--- config.mk ---
export PLATFORM = sky130hd
export DESIGN_NAME = branch_resolve_unit
export DESIGN_NICKNAME = d
export VERILOG_FILES = /design/src/rtl/branch_resolve_unit.sv
export SDC_FILE = /design/constraint.sdc
export NUM_CORES = 1
export LEC_CHECK = 0
export BUFFER_PORTS_ARGS = -buffer_cell sky130_fd_sc_hd__buf_4
export CORE_ASPECT_RATIO = 1.2
export CORE_UTILIZATION = 35
export DETAILED_ROUTE_END_ITERATION = 8
export PLACE_DENSITY = 0.69
export SLEW_MARGIN = 25
export SYNTH_ARGS = -nofsm -noshare
export SYNTH_HDL_FRONTEND = slang
export SYNTH_SLANG_ARGS = --single-unit
--- constraint.sdc ---
create_clock -name clk -period 2.1 [get_ports clk]
set_input_delay 0.315 -clock clk [delete_from_list [all_inputs] [get_ports clk]]
set_output_delay 0.315 -clock clk [all_outputs]
set_load 0.01 [all_outputs]
--- src/rtl/branch_resolve_unit.sv ---
// branch_resolve_unit
//   Resolves each EX-stage conditional branch against the 2-bit prediction carried from IF.
//   It buffers history-table updates in a small FIFO, generates a registered redirect and a
//   multi-cycle front-end flush on a mispredict, and keeps saturating performance counters.
//
// Ports
//   clk, rst_n             clock (rising edge) and asynchronous active-low reset
//   ex_valid/ex_pc/...     branch resolved in EX this cycle (prediction, outcome, target)
//   ex_stall               update buffer full; EX must hold the branch
//   upd_valid/upd_ready    valid/ready port toward the history table
//   upd_idx/upd_taken      history-table index and training outcome
//   redirect_valid/_pc     one-cycle fetch redirect after a mispredict
//   flush                  squash IF/ID while high
//   stat_branches/_mispredicts  saturating statistics counters
module branch_resolve_unit #(
    parameter int unsigned PC_WIDTH     = 32,
    parameter int unsigned IDX_WIDTH    = 6,
    parameter int unsigned FIFO_DEPTH   = 4,
    parameter int unsigned FLUSH_CYCLES = 2,
    parameter int unsigned CNT_WIDTH    = 32
) (
    input  logic                 clk,
    input  logic                 rst_n,
    input  logic                 ex_valid,
    input  logic [PC_WIDTH-1:0]  ex_pc,
    input  logic                 ex_pred_taken,
    input  logic                 ex_taken,
    input  logic [PC_WIDTH-1:0]  ex_target,
    output logic                 ex_stall,
    output logic                 upd_valid,
    input  logic                 upd_ready,
    output logic [IDX_WIDTH-1:0] upd_idx,
    output logic                 upd_taken,
    output logic                 redirect_valid,
    output logic [PC_WIDTH-1:0]  redirect_pc,
    output logic                 flush,
    output logic [CNT_WIDTH-1:0] stat_branches,
    output logic [CNT_WIDTH-1:0] stat_mispredicts
);

    localparam int unsigned PTRW = (FIFO_DEPTH > 1) ? $clog2(FIFO_DEPTH) : 1;
    localparam int unsigned CNTW = PTRW + 1;
    localparam int unsigned FCW  = (FLUSH_CYCLES > 1) ? $clog2(FLUSH_CYCLES) : 1;
    localparam int unsigned ENTW = IDX_WIDTH + 1;

    localparam logic [0:0] S_IDLE  = 1'b0;
    localparam logic [0:0] S_FLUSH = 1'b1;

    // Registered state
    logic [0:0]           state_q, state_d;
    logic [FCW-1:0]       fcnt_q, fcnt_d;
    logic                 flush_q, flush_d;
    logic                 redir_valid_q, redir_valid_d;
    logic [PC_WIDTH-1:0]  redir_pc_q, redir_pc_d;
    logic [ENTW-1:0]      mem_q [FIFO_DEPTH];
    logic [PTRW-1:0]      wr_ptr_q, wr_ptr_d;
    logic [PTRW-1:0]      rd_ptr_q, rd_ptr_d;
    logic [CNTW-1:0]      count_q, count_d;
    logic [CNT_WIDTH-1:0] stat_br_q, stat_br_d;
    logic [CNT_WIDTH-1:0] stat_mp_q, stat_mp_d;

    logic full_c, empty_c, accept_c, mispredict_c, deq_c;

    // Status decode from registered FIFO occupancy only
    assign full_c       = (count_q == CNTW'(FIFO_DEPTH));
    assign empty_c      = (count_q == '0);
    assign accept_c     = ex_valid && !full_c && (state_q == S_IDLE);
    assign mispredict_c = accept_c && (ex_pred_taken != ex_taken);
    assign deq_c        = !empty_c && upd_ready;

    // Mispredict FSM: redirect pulse and flush window
    always_comb begin
        state_d       = state_q;
        fcnt_d        = fcnt_q;
        flush_d       = flush_q;
        redir_valid_d = 1'b0;
        redir_pc_d    = redir_pc_q;
        case (state_q)
            S_IDLE: begin
                if (mispredict_c) begin
                    state_d       = S_FLUSH;
                    fcnt_d        = FCW'(FLUSH_CYCLES - 1);
                    flush_d       = 1'b1;
                    redir_valid_d = 1'b1;
                    redir_pc_d    = ex_taken ? ex_target : ex_pc + PC_WIDTH'(4);
                end
            end
            S_FLUSH: begin
                // Counter hitting zero marks the last flush cycle
                if (fcnt_q == '0) begin
                    state_d = S_IDLE;
                    flush_d = 1'b0;
                end else begin
                    fcnt_d = fcnt_q - FCW'(1);
                end
            end
            default: begin
                state_d = S_IDLE;
                flush_d = 1'b0;
            end
        endcase
    end

    // FIFO pointers, occupancy and saturating counters
    always_comb begin
        wr_ptr_d  = wr_ptr_q;
        rd_ptr_d  = rd_ptr_q;
        count_d   = count_q;
        stat_br_d = stat_br_q;
        stat_mp_d = stat_mp_q;
        if (accept_c) begin
            wr_ptr_d = wr_ptr_q + PTRW'(1);
        end
        if (deq_c) begin
            rd_ptr_d = rd_ptr_q + PTRW'(1);
        end
        if (accept_c && !deq_c) begin
            count_d = count_q + CNTW'(1);
        end else if (!accept_c && deq_c) begin
            count_d = count_q - CNTW'(1);
        end
        if (accept_c && (stat_br_q != '1)) begin
            stat_br_d = stat_br_q + CNT_WIDTH'(1);
        end
        if (mispredict_c && (stat_mp_q != '1)) begin
            stat_mp_d = stat_mp_q + CNT_WIDTH'(1);
        end
    end

    // State registers
    always_ff @(posedge clk or negedge rst_n) begin
        if (!rst_n) begin
            state_q       <= S_IDLE;
            fcnt_q        <= '0;
            flush_q       <= 1'b0;
            redir_valid_q <= 1'b0;
            redir_pc_q    <= '0;
            wr_ptr_q      <= '0;
            rd_ptr_q      <= '0;
            count_q       <= '0;
            stat_br_q     <= '0;
            stat_mp_q     <= '0;
        end else begin
            state_q       <= state_d;
            fcnt_q        <= fcnt_d;
            flush_q       <= flush_d;
            redir_valid_q <= redir_valid_d;
            redir_pc_q    <= redir_pc_d;
            wr_ptr_q      <= wr_ptr_d;
            rd_ptr_q      <= rd_ptr_d;
            count_q       <= count_d;
            stat_br_q     <= stat_br_d;
            stat_mp_q     <= stat_mp_d;
        end
    end

    // Update buffer storage: {index, taken}
    always_ff @(posedge clk or negedge rst_n) begin
        if (!rst_n) begin
            for (int i = 0; i < int'(FIFO_DEPTH); i++) begin
                mem_q[i] <= '0;
            end
        end else if (accept_c) begin
            mem_q[wr_ptr_q] <= {ex_pc[IDX_WIDTH+1:2], ex_taken};
        end
    end

    assign ex_stall         = full_c;
    assign upd_valid        = !empty_c;
    assign upd_idx          = mem_q[rd_ptr_q][IDX_WIDTH:1];
    assign upd_taken        = mem_q[rd_ptr_q][0];
    assign redirect_valid   = redir_valid_q;
    assign redirect_pc      = redir_pc_q;
    assign flush            = flush_q;
    assign stat_branches    = stat_br_q;
    assign stat_mispredicts = stat_mp_q;

endmodule

==> results of run 1 <==
## cell usage in the layout (no fill, tap or decap), drive strengths merged, types with 7 or more instances in the layout
master and instances:
xor2 28, inv 22, nor3 17, mux4 7, dfrtp 135, o21ai 36
buf 217, nand3 36, a21oi 17, mux2 29, nand2 67, mux2i 9
clkbuf 19, nand4 39, xnor2 62, nor2 28, and3 23, nor4 16
ha 8
## layout make-up
cell class / instances / share of cell area [%]
repair buffers: 218 / 17.6
clock inverters: 13 / 1.42
inverters: 17 / 0.688
multi-input cells: 476 / 36.4
well taps: 261 / 3.46
flip-flops and latches: 135 / 35.7
clock buffers: 19 / 4.69
## synthesized netlist by cell type (13+ instances only)
master,instances
a21oi_1,17
and3_1,22
clkbuf_1,13
dfrtp_1,135
inv_1,15
mux2_2,29
nand2_1,67
nand3_1,36
nand4_1,38
nor2_1,28
nor3_1,15
o21ai_0,33
xnor2_1,62
xor2_1,28
## report_power, final
group          internal (mW)  switching [mW]  leakage [nW]  total, mW
Clock                   1.69            1.23         0.279       2.93
Combinational           1.88            1.61          2.35       3.49
Sequential              3.38           0.510          1.73       3.89
## kinds of logic after synthesis
| family | share of synthesized area [%] |
|---|---|
| compound gates | 6.89 |
| xor+xnor | 11.4 |
| fa+ha+maj | 1.73 |
| buf+inv | 2.72 |
| flops | 48.7 |
| mux | 8.27 |
| simple gates | 20.4 |
## layer usage
layer  track usage (%)  vias to the layer above
met2              31.0                      137
met3              4.00                       18
li1                  -                     2756
met5                 0                        -
met4              7.06                        0
met1              23.0                     2791
## what timing repair did
item                                    in CTS  in global routing
endpoints found under the hold margin       39                  0
hold buffers                                 1                  0
endpoints found under the setup margin       0                 28
gates resized for setup                      0                 11
buffers inserted                             0                  1
## sequential cells by signal (all words and copies together), names as in the netlist, 2 cells and up
signal / cells
stat_branches: 32
count_q: 3
wr_ptr_q: 2
rd_ptr_q: 2
redirect_pc: 32
stat_mispredicts: 32
mem_q: 28
## worst register-to-register path, cell delays in order (launching register included)
cell	delay (ns)
dfrtp_1	0.42
or3b_4	0.42
nand2_2	0.12
inv_2	0.07
ha_4	0.16
inv_1	0.06
fa_1	0.40
mux2_2	0.27
## path summary, 6_finish.rpt
check | start | cells past startpoint | slack [ns] | endpoint
worst max-delay path | count_q[1] | 7 | 0.09 | count_q[1]
worst min-delay path | ex_target[30] | 3 | 0.17 | redirect_pc[30]
worst max register to register | count_q[1] | 7 | 0.09 | count_q[1]
worst min register to register | mem_q[7] | 2 | 0.48 | mem_q[7]
max in group asynchronous | rst_n | 3 | 1.09 | stat_mispredicts[22]
min in group asynchronous | rst_n | 2 | 0.38 | redirect_pc[1]
==> impl_results.md, run 1 <==
- Crit path cell chain: or3b_4 -> nand2_2 -> inv_2 -> ha_4 -> inv_1 -> fa_1 -> mux2_2
- Vias in the first global route: 5762
- Vias per cell: 5.01
- Final cell area excluding filler cells: 0.00945 mm²
- Met2 Wirelength: 9.22 mm
- Clock tree buffer depth: 2
- Max transition margin: 65.6%
- Initial antenna violation count: 0
- Final worst path period need: 2.01 ns
- Maximum vdd drop: 0.000590 V
- Dominant cells by area after synthesis: dfrtp_1 (49%), xnor2_1 (7.8%), mux2_2 (4.7%)
- Residual DRC: 0
- Slowest cell on crit path: dfrtp_1
- Cells after Synth: 653
- Max Clock Skew: 0.00820 ns
- Die area: 0.0204 mm²
- Final Non-Filler Cells: 1139
- Clk Latency, worst-skew pair: 0.42 ns
- Critical Path RT: 2.40 ns
- Power Total: 10.3 mW
- Fin Setup TNS: 0 ns
- Gpl congestion: 0.792
- Place WS: 0.0139 ns
- First-pass GRT wire length: 29.1 mm
- Core Util, Final: 48.5%
- Row count: 56
- Root buf cell: clkbuf_16
- Synth warn: 0
- Final WL: 18.0 mm
- Worst path max stage delay: 0.42 ns
- FF+latch area: 0.00338 mm²
- Worst EP arrival: 2.31 ns
- Syn Nets: 732
- Max Fclk: 498 MHz
- CTS clk-pin slew, worst paths: 0.06 ns
- # H-tree levels: 4
- Largest net degree at the start of global routing: 51
- CTS tree: built
- Crit share post-route: 95.6%
- Final WS setup: 0.0923 ns
- Yosys reg bits: 135
- Post-synthesis cell area: 0.00694 mm²
- Initial Util: 35.6%
- Setup Crit Path Kind: reg -> reg
- Wirelength per Cell: 15.8 µm
- Area post-placement: 0.00880 mm²
- Slew @ Worst Pin: 0.515 ns
- Number of DRC markers in iteration 0: 243
- Vias after detailed routing: 5702
- Antenna viol nets, final: 0
- Final Hold Slack: 0.171 ns
- Grt ovf: 0
- Nets: 944
- IO Pins: 177
- Post-synth EDFFs: 0
- DP HPWL: 13.3 mm
- Area growth, synth to finish: 36.2%
- Hold Path Class: in -> reg
- Count of final hold-check violations: 0
- Fillers: 1881
- Post-synth top flop: dfrtp_1
- Max-cap viol count: 0
- Top delay family on crit path: adder cells
- Diodes inserted: 0
- Die span in x: 131 µm
- Buf/Inv on CP: 2
- I/O Buffers: 176
- Cell leakage power: 4.36 nW
- Routed met3 length: 821 µm
- Router iterations before antenna repair: 6
- Power per cell area: 1090 mW/mm²
- Seq/Total Area, Yosys: 48.7%
- Sink Count: 135
- GR Util All Layers: 18.5%
- Highest net fanout along the worst path: 4
- Area of the multi-input gates: 0.00344 mm²
- DIE HEIGHT: 156 µm
- Ys async rst share: 100%
- Placed cell count: 1105
- Startpoint Class: register
- Final setup fails: 0
- CP endpoint kind: register
- CORE AREA: 0.0195 mm²
- Most area-hungry cell type in the Yosys netlist: dfrtp_1
- Post-route met1 wirelength: 7.74 mm
- Max Used Layer: met4
- Ratio of cells with drive above 1 in the final layout: 36.7%
- Syn avg cell area: 10.6 µm²
- Synth top area share: 48.7%
- Post-synth cell types: 50
- CTS Buf Count: 17
- Final slew viol count: 0
- Outcome: finished, final reports clean
No activity file was read; power rests on OpenSTA's default activity.
==> run 2: changes to the inputs <==
--- a/config.mk
+++ b/config.mk
@@ -9,7 +9,8 @@
 export CORE_ASPECT_RATIO = 1.2
 export CORE_UTILIZATION = 35
 export DETAILED_ROUTE_END_ITERATION = 8
-export PLACE_DENSITY = 0.69
+export PLACE_DENSITY = 0.67
+export SKIP_LAST_GASP = 1
 export SLEW_MARGIN = 25
 export SYNTH_ARGS = -nofsm -noshare
 export SYNTH_HDL_FRONTEND = slang
==> constraint.sdc (replaced) <==
create_clock -name clk -period 2 [get_ports clk]
set_input_delay 0.3 -clock clk [delete_from_list [all_inputs] [get_ports clk]]
set_output_delay 0.3 -clock clk [all_outputs]
set_load 0.01 [all_outputs]
==> impl_results.md, run 2 (same netlist as run 1, synthesis figures left out) <==
- CTS clk-pin slew, worst paths: 0.06 ns
- Clk network pwr share: 29.0%
- DP HPWL: 13.8 mm
- Vias in the first global route: 5896
- Nets: 973
- CORE AREA: 0.0195 mm²
- RSZ-0062 raised after global routing: yes
- GR Util All Layers: 19.0%
- DIE HEIGHT: 156 µm
- Wirelength per Cell: 16.2 µm
- Top delay family on crit path: adder cells
- R2R Path End: count_q[1]
- Count of final hold-check violations: 0
- Ratio of cells with drive above 1 in the final layout: 39.4%
- First-pass GRT wire length: 29.6 mm
- Reg2reg start: count_q[1]
- Final Hold Slack: 0.147 ns
- Diodes inserted: 0
- Slew @ Worst Pin: 0.525 ns
- Initial antenna violation count: 0
- Failing checks: setup timing
- Outcome: finished with violations
- Router iterations before antenna repair: 4
- Worst EP arrival: 2.32 ns
- Die span in x: 131 µm
- Crit path cell chain: or3b_4 -> nand2_2 -> inv_2 -> ha_4 -> inv_2 -> fa_1 -> mux2_4
- IO Pins: 177
- Fin Setup TNS: -0.0132 ns
- Critical Path RT: 2.31 ns
- Slowest cell on crit path: or3b_4
- Worst-case reg-to-reg path depth: 7
- Initial Util: 35.6%
- # H-tree levels: 4
- Number of DRC markers in iteration 0: 279
- Area growth, synth to finish: 40.9%
- Die area: 0.0204 mm²
- Most frequent cells in the layout: buf_4 (239), dfrtp_1 (134), nand2_1 (65)
- Residual DRC: 0
- Vias after detailed routing: 5840
- Switching portion of total power: 31.6%
- CTS tree: built
- CTS Buf Count: 17
- Gpl congestion: 0.779
- Buf/Inv on CP: 2
- Largest net degree at the start of global routing: 47
- Commonest non-fill, non-tap cell in the layout: buf_4
- Sequential share of power: 36.0%
- Max transition margin: 64.9%
- Fillers: 1811
- CP endpoint kind: register
- Vias per cell: 5.00
- Switching power: 3.57 mW
- Final slew viol count: 0
- Placed cell count: 1127
- Antenna viol nets, final: 0
- Grt ovf: 0
- Combinational share of power: 34.9%
- Final WL: 18.9 mm
- Row count: 56
- Max-cap viol count: 0
- Setup Crit Path Kind: reg -> reg
- Most used cell, CP: inv_2
- Max Fclk: 497 MHz
- Clk Latency, worst-skew pair: 0.42 ns
- Cell internal pwr: 7.71 mW
- Crit share post-route: 101%
- Hold Path Class: in -> reg
- Final WS setup: -0.0132 ns
- Power per cell area: 1150 mW/mm²
- Root buf cell: clkbuf_16
- Clock tree buffer depth: 2
- Maximum vdd drop: 0.000684 V
- Final Non-Filler Cells: 1168
- Sink Count: 135
- Hold Crit Start: ex_target[30]
- Startpoint Class: register
- Max Clock Skew: 0.00909 ns
- Worst Hold Depth: 3
- Hold worst-path end: redirect_pc[30]
- Worst path max stage delay: 0.44 ns
- Power Total: 11.3 mW
- Highest net fanout along the worst path: 4
- I/O Buffers: 176
- Cell leakage power: 4.54 nW
- R2R Setup Slk: -0.01 ns
- Final setup fails: 1
- Final worst path period need: 2.01 ns
-- run 2: cell count changes in the layout (fill, tap and decap cells not counted), sizes merged --
cell,before,now
buf,217,245
bufinv,1,3
clkbuf,19,20
clkinv,5,4
clkinvlp,2,1
-- run 2: worst min-delay path: stages --
cell     delay, ns
buf_4         0.08
a21oi_1       0.06
o22ai_2       0.07
-- run 2: metal layers --
layer	GRT usage, %	up-vias	wire length, µm
met4	7.17	0	357
met5	0	-	0
li1	-	2827	-
met3	5.23	25	1020
met1	22.8	2830	8040
met2	32.1	158	9470
-- run 2: area by class of cell --
class | count | area, µm² | share of cell area (%)
clock buffers | 19 | 443 | 4.53
multi-input cells | 476 | 3470 | 35.5
flip-flops and latches | 135 | 3380 | 34.6
clock inverters | 13 | 168 | 1.71
inverters | 17 | 63.8 | 0.652
well taps | 261 | 327 | 3.34
repair buffers | 247 | 1930 | 19.8
-- run 2: timing repair --
item / in CTS / in global routing
hold buffers: 1 / 0
hold endpoints to repair: 42 / 0
cloned: 0 / 1
gates resized for setup: 4 / 13
buffers inserted: 1 / 6
setup endpoints to repair: 3 / 30
pin swaps: 0 / 11
-- run 2: stage by stage --
step / util, % / worst slack (ns) / instance area, µm²
finish: 50.2 / -0.0132 / 9780
global route: 50.2 / -0.106 / 9780
CTS: 49.5 / 0.00547 / 9640
detailed placement: 46.2 / -0.0117 / 9000
global placement: 46.2 / 0.0455 / 9000
floorplan: - / -0.0112 / 6950
-- run 2: how the worst max path moves through the flow --
stage          cells past startpoint  slack, ns       start    endpoint
2_1_floorplan                      7      -0.01  count_q[0]  count_q[1]
3_3_place_gp                       7       0.05  count_q[1]  count_q[1]
3_5_place_dp                       7      -0.01  count_q[1]  count_q[1]
4_1_cts                            8      0.005  count_q[2]  count_q[2]
5_1_grt                            8      -0.11  count_q[2]  count_q[2]
6_report                           7      -0.01  count_q[1]  count_q[1]
-- run 2: power by group through the flow --
| stage | clock (mW) | sequential (mW) | combinational (mW) |
|---|---|---|---|
| finish | 3.27 | 4.06 | 3.94 |
| CTS | 3.37 | 4.06 | 3.86 |
| floorplan | 0 | 4.22 | 1.78 |
| global placement | 0 | 4.07 | 3.74 |
| detailed placement | 0 | 4.10 | 3.81 |
| global route | 3.49 | 4.15 | 4.32 |
